--- config.mk ---
export PLATFORM = sky130hd
export DESIGN_NAME = can_frame_rx_mopshub
export DESIGN_NICKNAME = d
export VERILOG_FILES = /design/src/rtl/can_frame_rx_mopshub.sv
export SDC_FILE = /design/constraint.sdc
export NUM_CORES = 1
export LEC_CHECK = 0
export ABC_CLOCK_PERIOD_IN_PS = 4990
export BUFFER_PORTS_ARGS = -buffer_cell sky130_fd_sc_hd__buf_4
export CAP_MARGIN = 10
export CORE_MARGIN = 5
export CORE_UTILIZATION = 50
export CTS_CLUSTER_DIAMETER = 80
export DETAILED_ROUTE_END_ITERATION = 8
export PLACE_DENSITY = 0.7
export REMOVE_ABC_BUFFERS = 1
export SLEW_MARGIN = 25
export SYNTH_ARGS = -nofsm -noshare
export SYNTH_HDL_FRONTEND = slang
export SYNTH_SLANG_ARGS = --single-unit
--- constraint.sdc ---
create_clock -name clk -period 4.99 [get_ports clk]
set_input_delay 0.499 -clock clk [delete_from_list [all_inputs] [get_ports clk]]
set_output_delay 0.499 -clock clk [all_outputs]
set_load 0.03 [all_outputs]
--- src/rtl/can_frame_rx_mopshub.sv ---
// CAN 2.0A bit-level receiver: samples the bus, destuffs, checks CRC-15 and frame
// form, and reports each decoded frame or abort as a one-cycle strobe.
module can_frame_rx_mopshub #(
    parameter int CLKS_PER_BIT = 10,
    parameter int SAMPLE_PT    = 6
) (
    input  logic        clk,
    input  logic        rst_n,
    input  logic        rx,
    output logic        frm_valid,
    output logic [10:0] frm_id,
    output logic        frm_rtr,
    output logic [3:0]  frm_dlc,
    output logic [63:0] frm_data,
    output logic        frm_ack,
    output logic        err_valid,
    output logic [1:0]  err_code,
    output logic        busy
);
    // state             | meaning
    // IDLE              | waiting for 11 recessive samples;  WAIT_SOF | bus idle, hard-sync on falling edge
    // ARB/CTRL/DATA/CRC | destuffed fields;  CRC_DEL/ACK/ACK_DEL/EOF | fixed-form tail, no destuffing
    typedef enum logic [3:0] {
        IDLE, WAIT_SOF, ARB, CTRL, DATA, CRC, CRC_DEL, ACK, ACK_DEL, EOF
    } state_t;

    localparam logic [7:0]  CNT_LAST   = 8'(CLKS_PER_BIT - 1);
    localparam logic [7:0]  CNT_SAMPLE = 8'(SAMPLE_PT);
    localparam logic [14:0] CRC_POLY   = 15'h4599;
    localparam logic [1:0]  ERR_STUFF  = 2'd0;
    localparam logic [1:0]  ERR_CRC    = 2'd1;
    localparam logic [1:0]  ERR_FORM   = 2'd2;

    state_t      state;
    logic        rx_meta, rx_sync, rx_prev;
    logic [7:0]  bit_cnt;
    logic [3:0]  idle_cnt;
    logic [6:0]  field_cnt;
    logic [6:0]  data_bits;
    logic [2:0]  run_len;
    logic        last_bit;
    logic [14:0] crc_calc, crc_rx;
    logic [10:0] id_sr;
    logic        rtr_r, ack_r;
    logic [3:0]  dlc_r;
    logic [63:0] data_sr;

    logic        hard_sync, sample, stuff_phase, is_stuff;
    logic        stuff_err, form_err, crc_err;
    logic [2:0]  run_next;
    logic [3:0]  dlc_full, n_bytes;

    function automatic logic [14:0] crc_step(input logic [14:0] c, input logic b);
        return {c[13:0], 1'b0} ^ ((b ^ c[14]) ? CRC_POLY : 15'h0000);
    endfunction

    assign hard_sync = (state == WAIT_SOF) && rx_prev && !rx_sync;
    assign sample    = (bit_cnt == CNT_SAMPLE) && !hard_sync;

    always_comb begin
        stuff_phase = (state == ARB) || (state == CTRL) || (state == DATA) || (state == CRC);
        is_stuff    = stuff_phase && (run_len == 3'd5);
        run_next    = (rx_sync == last_bit) ? run_len + 3'd1 : 3'd1;
        stuff_err   = is_stuff && (rx_sync == last_bit);
        form_err    = (!is_stuff && (state == CTRL) && (field_cnt == 7'd0) && rx_sync)
                   || (!rx_sync && ((state == CRC_DEL) || (state == ACK_DEL) || (state == EOF)));
        crc_err     = !is_stuff && (state == CRC) && (field_cnt == 7'd14)
                   && ({crc_rx[13:0], rx_sync} != crc_calc);
        dlc_full    = {dlc_r[2:0], rx_sync};
        n_bytes     = rtr_r ? 4'd0 : ((dlc_full > 4'd8) ? 4'd8 : dlc_full);
    end

    always_ff @(posedge clk or negedge rst_n) begin
        if (!rst_n) begin
            rx_meta <= 1'b1;
            rx_sync <= 1'b1;
            rx_prev <= 1'b1;
        end else begin
            rx_meta <= rx;
            rx_sync <= rx_meta;
            rx_prev <= rx_sync;
        end
    end

    always_ff @(posedge clk or negedge rst_n) begin
        if (!rst_n)
            bit_cnt <= '0;
        else if (hard_sync || (bit_cnt == CNT_LAST))
            bit_cnt <= '0;
        else
            bit_cnt <= bit_cnt + 8'd1;
    end

    always_ff @(posedge clk or negedge rst_n) begin
        if (!rst_n) begin
            state     <= IDLE;
            idle_cnt  <= '0;
            field_cnt <= '0;
            data_bits <= '0;
            run_len   <= '0;
            last_bit  <= 1'b0;
            crc_calc  <= '0;
            crc_rx    <= '0;
            id_sr     <= '0;
            rtr_r     <= 1'b0;
            dlc_r     <= '0;
            data_sr   <= '0;
            ack_r     <= 1'b0;
            frm_valid <= 1'b0;
            frm_id    <= '0;
            frm_rtr   <= 1'b0;
            frm_dlc   <= '0;
            frm_data  <= '0;
            frm_ack   <= 1'b0;
            err_valid <= 1'b0;
            err_code  <= '0;
            busy      <= 1'b0;
        end else begin
            frm_valid <= 1'b0;
            err_valid <= 1'b0;
            if (sample) begin
                if (stuff_err || form_err || crc_err) begin
                    err_valid <= 1'b1;
                    err_code  <= stuff_err ? ERR_STUFF : (form_err ? ERR_FORM : ERR_CRC);
                    busy      <= 1'b0;
                    idle_cnt  <= '0;
                    state     <= IDLE;
                end else if (is_stuff) begin
                    last_bit <= rx_sync;
                    run_len  <= 3'd1;
                    // A stuff bit may trail the last CRC bit before the delimiter.
                    if ((state == CRC) && (field_cnt == 7'd15))
                        state <= CRC_DEL;
                end else begin
                    if (stuff_phase) begin
                        last_bit <= rx_sync;
                        run_len  <= run_next;
                    end
                    case (state)
                        IDLE: begin
                            if (!rx_sync)
                                idle_cnt <= '0;
                            else if (idle_cnt == 4'd10) begin
                                idle_cnt <= '0;
                                state    <= WAIT_SOF;
                            end else
                                idle_cnt <= idle_cnt + 4'd1;
                        end
                        WAIT_SOF: begin
                            if (!rx_sync) begin
                                busy      <= 1'b1;
                                crc_calc  <= crc_step(15'h0000, 1'b0);
                                crc_rx    <= '0;
                                last_bit  <= 1'b0;
                                run_len   <= 3'd1;
                                field_cnt <= '0;
                                data_sr   <= '0;
                                ack_r     <= 1'b0;
                                state     <= ARB;
                            end
                        end
                        ARB: begin
                            crc_calc <= crc_step(crc_calc, rx_sync);
                            if (field_cnt == 7'd11) begin
                                rtr_r     <= rx_sync;
                                field_cnt <= '0;
                                state     <= CTRL;
                            end else begin
                                id_sr     <= {id_sr[9:0], rx_sync};
                                field_cnt <= field_cnt + 7'd1;
                            end
                        end
                        CTRL: begin
                            crc_calc <= crc_step(crc_calc, rx_sync);
                            if (field_cnt >= 7'd2)
                                dlc_r <= dlc_full;
                            if (field_cnt == 7'd5) begin
                                field_cnt <= '0;
                                data_bits <= {n_bytes, 3'b000};
                                state     <= (n_bytes == 4'd0) ? CRC : DATA;
                            end else
                                field_cnt <= field_cnt + 7'd1;
                        end
                        DATA: begin
                            crc_calc <= crc_step(crc_calc, rx_sync);
                            data_sr[6'd63 - field_cnt[5:0]] <= rx_sync;
                            if (field_cnt == data_bits - 7'd1) begin
                                field_cnt <= '0;
                                state     <= CRC;
                            end else
                                field_cnt <= field_cnt + 7'd1;
                        end
                        CRC: begin
                            crc_rx <= {crc_rx[13:0], rx_sync};
                            if (field_cnt == 7'd14) begin
                                if (run_next == 3'd5)
                                    field_cnt <= 7'd15;
                                else
                                    state <= CRC_DEL;
                            end else
                                field_cnt <= field_cnt + 7'd1;
                        end
                        CRC_DEL: state <= ACK;
                        ACK: begin
                            ack_r <= !rx_sync;
                            state <= ACK_DEL;
                        end
                        ACK_DEL: begin
                            field_cnt <= '0;
                            state     <= EOF;
                        end
                        EOF: begin
                            if (field_cnt == 7'd6) begin
                                frm_valid <= 1'b1;
                                frm_id    <= id_sr;
                                frm_rtr   <= rtr_r;
                                frm_dlc   <= dlc_r;
                                frm_data  <= data_sr;
                                frm_ack   <= ack_r;
                                busy      <= 1'b0;
                                state     <= WAIT_SOF;
                            end else
                                field_cnt <= field_cnt + 7'd1;
                        end
                        default: state <= IDLE;
                    endcase
                end
            end
        end
    end

endmodule
==> flow_summary.toml, run 1 <==
[detailed_routing]
drtIter0Drc = 712
dr.pass1.iters = 5
wl_per_cell_um = 18.1
postRouteAntennaNets = 0
routed_wl_um = 23500
route.vias.total = 7591
viasPerCell = 5.84
drc = 0

[min_path]
hold_class = "input port to async pin"

[sta]
max_slew_margin = 0.342
fin_worst_skew_ns = 0.0108
setup_viol = 0
fmax_ghz = 0.283
rsz0062_at_grt = "no"
holdWs_ns = -0.00105
min_period_over_period = 0.708
worstMarginPinSlew_ns = 0.980
setup_ws_ns = 1.46
drv_slew = 0
hold_viol_final = 1
period_needed_ns = 3.53

[die]
die_area_mm2 = 0.0239
fp.dieH_um = 155
initial_core_util = 0.503
chipWidth_um = 155
core_mm2 = 0.0208
rows = 53
pin_count = 89

[clocking]
hold_buffers = 0
clock_path_buffers = 3
clk_root_buffer_cell = "clkbuf_16"
cts_tree = "built"
numCtsBuffers = 24
cts_resized = 0
post_cts_buffers = 0
cts.sinks = 230
clk_pin_slew_ns = 0.06
cts-htree-levels = 1
insertion_delay_ns = 0.51

[final_layout]
stdcell_count = 1299
n_fill_cell = 1781
syn_to_final_growth_pct = 16.4
final_net_count = 1021
final_common_cell = "dfrtp_1"
diodes = 0
layout_common_cells = "dfrtp_1 (227), o21ai_0 (130), buf_4 (92), a21oi_1 (77), mux2_2 (57)"
drive_above_1_share = 0.212
final_cell_area_mm2 = 0.0122

[critical_path]
path_max_fanout = 58
rr_worst_depth = 6
r2r_setup_slack_ns = 1.46
required_ns = 5.38
timing.rr.start = "state[1]$_DFFE_PN0P_"
critPathKind = "flop to flop"
crit_path_end_kind = "flop"
start_kind = "flop"
cp.arrival_ns = 3.92
startpoint = "state[1]$_DFFE_PN0P_"
worstReg2RegEnd = "data_bits[6]$_DFFE_PN0P_"

[placed_design]
dp_cells = 1255
post-place-ws_ns = 1.53
io_buffers = 88
dpl_cell_area_mm2 = 0.0113
finalWeightedCongestion = 0.888
dpl.hpwl_um = 15700

[synthesis]
synth_flop_cell = "dfrtp_1"
synth_area_mm2 = 0.0105
synth_edf_count = 0
ys_seq_elements = 230
ys_seq_area_frac = 0.550
yosysWarnings = 0
yosysUniqueCellTypes = 65
async_flop_share = 1.00
synthCells = 944
avgSynthCellArea_um2 = 11.1

[pwr]
p_leak_nw = 5.73
max-vdd-ir-drop_mv = 0.200
power_density_mw_per_mm2 = 315

[global_route]
grt_pass1_vias = 7530
antenna_found_initial = 0
grt_usage = 0.198
grt_max_degree = 128
grt_pass1_wl_um = 39800
grt_overflow = 0

[status]
violations = "negative hold slack"
status = "finished with violations"

[run]
drv_cap = 0
[critical path, cell delays in order (launching register included)]
cell,delay (ns)
dfrtp_1,0.63
nand4bb_1,0.51
nor3_2,0.60
a21o_2,0.49
buf_4,0.51
or3b_1,0.30
mux2_1,0.34
[cell usage after synthesis (3+ instances only)]
cell	n	area, um^2
xor2_1	17	149
inv_1	16	60.1
o31ai_1	6	45.0
nor2b_1	4	25.0
nor4_1	9	56.3
a22o_1	33	289
and3_1	9	56.3
dfstp_2	3	78.8
nand2_1	46	173
mux2_1	40	450
mux2_2	57	642
o22ai_1	4	25.0
o21ai_0	130	651
or2_2	4	25.0
o41ai_1	4	35.0
nor3_1	17	85.1
ha_1	12	150
a31oi_1	5	31.3
nand3_1	20	100
nor2_1	34	128
nand4_1	4	25.0
inv_2	3	11.3
a21oi_1	77	385
dfrtp_1	227	5680
buf_2	17	85.1
clkbuf_1	37	139
buf_6	4	45.0
mux2i_1	5	50.1
o21ai_1	13	65.1
nand2b_1	9	56.3
xnor2_1	22	193
or3_1	14	87.6
[stage by stage]
step	TNS [ns]	power (mW)	util
CTS	0	3.88	0.585
detailed placement	0	1.96	0.543
floorplan	-87.62	1.92	-
global route	0	3.97	0.585
finish	0	3.84	0.585
global placement	0	1.96	0.542
[layer usage]
layer	track usage	vias to the layer above	wire, um
met5	0	-	0
li1	-	3563	-
met1	0.287	3724	10600
met4	0.0467	0	492
met2	0.318	255	11100
met3	0.0277	49	1300
[layout make-up]
| type | count | area [um^2] | area share |
|---|---|---|---|
| Sequential cell | 230 | 5760 | 0.473 |
| Multi-Input combinational cell | 635 | 4390 | 0.360 |
| Timing Repair Buffer | 95 | 746 | 0.0612 |
| Clock buffer | 37 | 719 | 0.0590 |
| Tap cell | 275 | 344 | 0.0282 |
| Clock inverter | 7 | 149 | 0.0122 |
| Inverter | 20 | 75.1 | 0.00616 |
[logic make-up after synthesis]
logic type | count (synthesis) | share of synthesized area
AO/OA/AOI/OAI | 292 | 0.163
XOR/XNOR | 39 | 0.0326
adder cells (fa/ha/maj) | 12 | 0.0143
buffers and inverters | 79 | 0.0332
flip-flops | 230 | 0.550
multiplexers | 102 | 0.109
AND/OR/NAND/NOR | 190 | 0.0973
[sequential cells by signal, summed over array words and instances, names as in the netlist, 2 cells and up]
| register | count |
|---|---|
| bit_cnt | 8 |
| crc_calc | 15 |
| crc_rx | 14 |
| data_bits | 4 |
| data_sr | 64 |
| dlc_r | 4 |
| err_code | 2 |
| field_cnt | 7 |
| frm_data | 64 |
| frm_dlc | 4 |
| frm_id | 11 |
| id_sr | 11 |
| idle_cnt | 4 |
| run_len | 3 |
| state | 4 |
[worst max-delay path by stage]
stage                          endpoint  slack [ns]
6_report       data_bits[6]$_DFFE_PN0P_        1.46
5_1_grt        data_bits[6]$_DFFE_PN0P_        1.21
2_1_floorplan  frm_data[15]$_DFFE_PN0P_       -1.09
3_3_place_gp       dlc_r[0]$_DFFE_PN0P_        1.54
4_1_cts        data_bits[6]$_DFFE_PN0P_        1.50
3_5_place_dp   data_bits[6]$_DFFE_PN0P_        1.53
[power by group]
group | switching, mW | leakage (nW) | internal (mW)
logic | 0.0423 | 2.12 | 0.00890
registers | 0.00623 | 3.19 | 1.87
clock network | 0.711 | 0.421 | 1.20
total | 0.760 | 5.73 | 3.08
No activity file was read; power rests on OpenSTA's default activity.
==> inputs of run 2 (changes only) <==
--- a/config.mk
+++ b/config.mk
@@ -5,14 +5,15 @@
 export SDC_FILE = /design/constraint.sdc
 export NUM_CORES = 1
 export LEC_CHECK = 0
-export ABC_CLOCK_PERIOD_IN_PS = 4990
+export ABC_AREA = 1
+export ABC_CLOCK_PERIOD_IN_PS = 3560
 export BUFFER_PORTS_ARGS = -buffer_cell sky130_fd_sc_hd__buf_4
 export CAP_MARGIN = 10
 export CORE_MARGIN = 5
 export CORE_UTILIZATION = 50
 export CTS_CLUSTER_DIAMETER = 80
 export DETAILED_ROUTE_END_ITERATION = 8
-export PLACE_DENSITY = 0.7
+export PLACE_DENSITY = 0.69
 export REMOVE_ABC_BUFFERS = 1
 export SLEW_MARGIN = 25
 export SYNTH_ARGS = -nofsm -noshare
==> constraint.sdc (replaced) <==
create_clock -name clk -period 3.56 [get_ports clk]
set_input_delay 0.356 -clock clk [delete_from_list [all_inputs] [get_ports clk]]
set_output_delay 0.356 -clock clk [all_outputs]
set_load 0.03 [all_outputs]
==> run 2 against run 1 <==
  * Design area rose by 14%
  * The run now ends clean
  * Critical endpoint is now frm_data[19]$_DFFE_PN0P_
  * Non-clock buffer count up 11
  * Critical path depth up 8
==> flow_summary.toml, run 2 <==
[status]
status = "complete, no violations"

[critical_path]
cp_slowest_cell = "dfrtp_1"
slowest_delay_ns = 0.47
path_max_fanout = 79
timing.rr.start = "field_cnt[0]$_DFFE_PN0P_"
crit_buf_inv = 4
crit_family = "simple AND/OR/NAND/NOR gates"
cp.arrival_ns = 3.23
startpoint = "field_cnt[0]$_DFFE_PN0P_"
start_kind = "flop"
critPathKind = "flop to flop"
worstPathCellList = "inv_1 > ha_1 > nand3_1 > nor2_1 > nand2_1 > nor2_2 > nand2_4 > nand2_4 > inv_6 > nand2_8 > buf_4 > nand2_1 > o21ai_1 > inv_1"
crit_path_end_kind = "flop"
required_ns = 4.00

[detailed_routing]
viasPerCell = 4.84
postRouteAntennaNets = 0
top_layer = "met4"
routed_wl_um = 26200
dr_wl_met2_um = 12800
drtIter0Drc = 647
dr.pass1.iters = 6
route.vias.total = 9958
drc = 0
wl_per_cell_um = 12.7
wl_met1_um = 11900
route.met3.wl_um = 1030

[run]
drv_cap = 0

[die]
initial_core_util = 0.506
chipWidth_um = 166
pin_count = 89
rows = 57
die_area_mm2 = 0.0277
core_mm2 = 0.0242
fp.dieH_um = 166

[sta]
drv_slew = 0
setup_viol = 0
min_period_over_period = 0.785
rsz0062_at_grt = "no"
setup_ws_ns = 0.765
finalSetupTns_ns = 0
hold_viol_final = 0
period_needed_ns = 2.80
max_slew_margin = 0.462
fmax_ghz = 0.358
worstMarginPinSlew_ns = 0.805
fin_worst_skew_ns = 0.0213
holdWs_ns = 0.356

[clocking]
numCtsBuffers = 25
clk_pin_slew_ns = 0.06
clock_path_buffers = 3
insertion_delay_ns = 0.54
cts-htree-levels = 1
cts_resized = 0
cts_tree = "built"
clk_root_buffer_cell = "clkbuf_16"
cts.sinks = 230

[synthesis]
yosysTopAreaCell = "dfrtp_1"
synth_area_mm2 = 0.0122
synth_area_leaders = "dfrtp_1 (46%), nand2_1 (15%), inv_1 (8.0%)"
ys_seq_area_frac = 0.471
synth_flop_cell = "dfrtp_1"
ys_top_cells_by_count = "nand2_1 (498), inv_1 (261), dfrtp_1 (227)"
yosysMostFrequentCell = "nand2_1"
synth_top_area_share = 0.465
avgSynthCellArea_um2 = 7.40
async_flop_share = 1.00
synth_edf_count = 0
synthCells = 1653
yosysWarnings = 0
yosysUniqueCellTypes = 44
ys_seq_elements = 230

[global_route]
antenna_found_initial = 0
grt_max_degree = 107
grt_pass1_wl_um = 45800
grt_usage = 0.190
grt_pass1_vias = 9529
grt_overflow = 0

[pwr]
p_total_mw = 5.48
power_density_mw_per_mm2 = 394
p_leak_nw = 7.99
max-vdd-ir-drop_mv = 0.356

[placed_design]
post-place-ws_ns = 0.778
dpl.hpwl_um = 17500
finalWeightedCongestion = 0.869
io_buffers = 88

[final_layout]
final_common_cell = "nand2_1"
n_fill_cell = 2221
final_net_count = 1731
reg_top3 = "data_sr x64, frm_data x64, crc_calc x15"
diodes = 0
syn_to_final_growth_pct = 13.6
layout_common_cells = "nand2_1 (498), inv_1 (261), dfrtp_1 (227), nor2_1 (175), buf_4 (100)"
drive_above_1_share = 0.138

[min_path]
min_from = "rx_meta$_DFF_PN1_"
hold_class = "flop to flop"
## run 2: final timing paths
| check | endpoint | slack, ns | cells after the start |
|---|---|---|---|
| setup / recovery | frm_data[19]$_DFFE_PN0P_ | 0.76 | 14 |
| hold / removal | rx_sync$_DFF_PN1_ | 0.36 | 0 |
| setup reg to reg | frm_data[19]$_DFFE_PN0P_ | 0.76 | 14 |
| hold reg to reg | rx_sync$_DFF_PN1_ | 0.36 | 0 |
| max in group asynchronous | rx_meta$_DFF_PN1_ | 2.13 | 3 |
| min in group asynchronous | frm_data[25]$_DFFE_PN0P_ | 0.46 | 2 |
## run 2: metrics by stage
| stage | util | cells | area, um^2 |
|---|---|---|---|
| finish | 0.575 | 2058 | 13900 |
| global route | 0.575 | 2058 | 13900 |
| CTS | 0.575 | 2058 | 13900 |
| detailed placement | 0.537 | 2011 | 13000 |
| global placement | 0.537 | 2011 | 13000 |
| floorplan | - | 1583 | 11700 |
## run 2: cell type report
cell class / count / area (um^2) / share of cell area
inverter: 274 / 1050 / 0.0753
multi-input combinational: 1079 / 4950 / 0.356
sequential: 230 / 5760 / 0.414
timing repair buffer: 106 / 846 / 0.0609
clock buffer: 34 / 719 / 0.0518
clock inverter: 11 / 170 / 0.0122
tap: 324 / 405 / 0.0292
## run 2: cells by family (layout without fill, tap and decap cells)
kind of cell / Yosys count / after routing / synth area share
fa+ha+maj: 12 / 12 / 0.0123
compound gates: 183 / 183 / 0.0776
flops: 230 / 230 / 0.471
simple gates: 874 / 874 / 0.306
buf+inv: 344 / 425 / 0.126
xor+xnor: 10 / 10 / 0.00716
## run 2: where the power goes
group	internal (mW)	total (mW)	switching (mW)
registers	2.62	2.62	0.00439
clock network	1.71	2.77	1.07
logic	0.0149	0.0804	0.0655
total	4.34	5.48	1.14
## run 2: repair_timing
| item | CTS | global route |
|---|---|---|
| setup buffers | 0 | 0 |
| endpoints found under the hold margin | 104 | 0 |
| hold buffers | 2 | 0 |
## run 2: worst register-to-register path: stages (launching register included)
cell and delay [ns]:
dfrtp_1 0.47, inv_1 0.20, ha_1 0.19, nand3_1 0.10
nor2_1 0.13, nand2_1 0.15, nor2_2 0.19, nand2_4 0.09
nand2_4 0.14, inv_6 0.06, nand2_8 0.39, buf_4 0.38
nand2_1 0.09, o21ai_1 0.08, inv_1 0.05
## run 2: routing by layer
layer	global-route usage	vias to the layer above
met3	0.0262	34
met5	0	-
met2	0.330	179
li1	-	5156
met1	0.257	4589
met4	0.0395	0
==> inputs of run 3 (changes only) <==
--- a/config.mk
+++ b/config.mk
@@ -6,7 +6,7 @@
 export NUM_CORES = 1
 export LEC_CHECK = 0
 export ABC_AREA = 1
-export ABC_CLOCK_PERIOD_IN_PS = 3560
+export ABC_CLOCK_PERIOD_IN_PS = 2760
 export BUFFER_PORTS_ARGS = -buffer_cell sky130_fd_sc_hd__buf_4
 export CAP_MARGIN = 10
 export CORE_MARGIN = 5
==> constraint.sdc (replaced) <==
create_clock -name clk -period 2.76 [get_ports clk]
set_input_delay 0.276 -clock clk [delete_from_list [all_inputs] [get_ports clk]]
set_output_delay 0.276 -clock clk [all_outputs]
set_load 0.03 [all_outputs]
==> run 3 against run 2 <==
  * Non-clock buffer count up 14
  * Final cell count up 0.63%
  * Fmax up 14%
  * Routed wire length up 1.4%
  * Register-to-register slack worse by 0.46 ns
  * Via count up 0.48%
  * Clock skew down 0.0098 ns
  * Count of clock-buffer cells in the layout unchanged
  * Sequential cell count unchanged
  * Utilization up 0.49 points
  * Largest cell class unchanged
  * Largest power group is now sequential cells
==> flow_summary.toml, run 3 (synthesized netlist as in run 2, its figures left out) <==
[status]
status = "complete, no violations"

[die]
die_area_mm2 = 0.0277
core_mm2 = 0.0242
fp.dieH_um = 166
rows = 57
pin_count = 89
chipWidth_um = 166
initial_core_util = 0.506

[critical_path]
start_kind = "flop"
startpoint = "field_cnt[0]$_DFFE_PN0P_"
worstReg2RegEnd = "frm_id[5]$_DFFE_PN0P_"
cp.arrival_ns = 2.87
required_ns = 3.17
r2r_setup_slack_ns = 0.30
critPathKind = "flop to flop"
timing.rr.start = "field_cnt[0]$_DFFE_PN0P_"
crit_path_end_kind = "flop"
path_max_fanout = 20
rr_worst_depth = 14

[detailed_routing]
dr.pass1.iters = 5
drc = 0
viasPerCell = 4.83
routed_wl_um = 26600
route.vias.total = 10006
wl_per_cell_um = 12.8
postRouteAntennaNets = 0
drtIter0Drc = 745

[global_route]
use_met3 = 0.0281
antenna_found_initial = 0
globalRouteMet1Util = 0.257
grt_overflow = 0
grt_pass1_vias = 9590
grt_usage = 0.191
gr-max-usage-layer = "met2"
grt_pass1_wl_um = 45900
met2_usage = 0.327
grt_max_degree = 79

[sta]
fmax_ghz = 0.407
drv_slew = 0
worstMarginPinSlew_ns = 0.644
hold_viol_final = 0
min_period_over_period = 0.891
fin_worst_skew_ns = 0.0115
max_slew_margin = 0.566
holdWs_ns = 0.335
period_needed_ns = 2.46
rsz0062_at_grt = "no"
setup_viol = 0

[clocking]
post_cts_buffers = 0
cts-htree-levels = 1
insertion_delay_ns = 0.52
clk_pin_slew_ns = 0.06
cts_tree = "built"
numCtsBuffers = 25
cts.sinks = 230
clk_root_buffer_cell = "clkbuf_16"
clock_path_buffers = 3

[run]
drv_cap = 0

[final_layout]
diodes = 0
final_common_cell = "nand2_1"
seq_area_mm2 = 0.00576
layout_common_cells = "nand2_1 (498), inv_1 (261), dfrtp_1 (227), nor2_1 (175), buf_4 (106)"
reg_top3 = "data_sr x64, frm_data x64, crc_calc x15"
stdcell_count = 2071
drive_above_1_share = 0.144
syn_to_final_growth_pct = 14.6
final_net_count = 1746
multi_input_area_mm2 = 0.00496
n_fill_cell = 2187

[pwr]
power_density_mw_per_mm2 = 479
p_leak_nw = 8.04
max-vdd-ir-drop_mv = 0.372

[placed_design]
io_buffers = 88
finalWeightedCongestion = 0.881
dp_cells = 2025
dpl.hpwl_um = 18000

[min_path]
hold_class = "input port to async pin"
## run 3: metrics by stage
stage               worst slack (ns)  instance area [um^2]  setup TNS [ns]  total power, mW  utilization
detailed placement             0.260                 13200               0             3.56        0.546
global route                  0.0274                 14000               0             6.99        0.580
CTS                            0.239                 14000               0             6.81        0.579
finish                         0.302                 14000               0             6.72        0.580
floorplan                      -2.40                 11700         -167.93             3.47            -
global placement               0.334                 13200               0             3.56        0.546
## run 3: report_power, final
group | switching (mW) | internal (mW) | leakage [nW]
Combinational | 0.0846 | 0.0250 | 4.46
Clock | 1.33 | 1.89 | 0.387
Sequential | 0.00531 | 3.38 | 3.19
## run 3: how the worst max path moves through the flow
stage	end	cells after the start
6_report	frm_id[5]$_DFFE_PN0P_	14
5_1_grt	frm_data[61]$_DFFE_PN0P_	14
4_1_cts	frm_id[3]$_DFFE_PN0P_	14
3_5_place_dp	frm_id[3]$_DFFE_PN0P_	14
3_3_place_gp	frm_data[57]$_DFFE_PN0P_	14
2_1_floorplan	data_sr[10]$_DFFE_PN0P_	11
## run 3: layout make-up
type                            instances  area share
Clock buffer                           34      0.0506
Inverter                              274      0.0746
Timing Repair Buffer                  120      0.0750
Tap cell                              324      0.0289
Multi-Input combinational cell       1080       0.354
Sequential cell                       230       0.411
Clock inverter                          9     0.00589
## run 3: worst max-delay path, stage by stage (launching register included)
cell	delay (ns)
dfrtp_1	0.37
inv_1	0.18
ha_1	0.20
nand3_1	0.10
nor2_1	0.13
nand2_1	0.16
nor2_2	0.19
nand2_4	0.09
nand2_4	0.15
inv_6	0.08
nand2_8	0.21
buf_4	0.24
nand2_1	0.07
o21ai_1	0.09
inv_1	0.06
## run 3: timing repair
action | in CTS | in global routing
endpoints found under the setup margin | 0 | 16
gates resized for setup | 0 | 0
hold buffers | 2 | 0
endpoints found under the hold margin | 75 | 0
## run 3: metal layers
| metal | routed length [um] | vias up | part of all wire |
|---|---|---|---|
| li1 | - | 5197 | - |
| met1 | 12100 | 4569 | 0.46 |
| met2 | 12700 | 198 | 0.48 |
| met3 | 1200 | 42 | 0.045 |
| met4 | 507 | 0 | 0.019 |
| met5 | 0 | - | 0 |
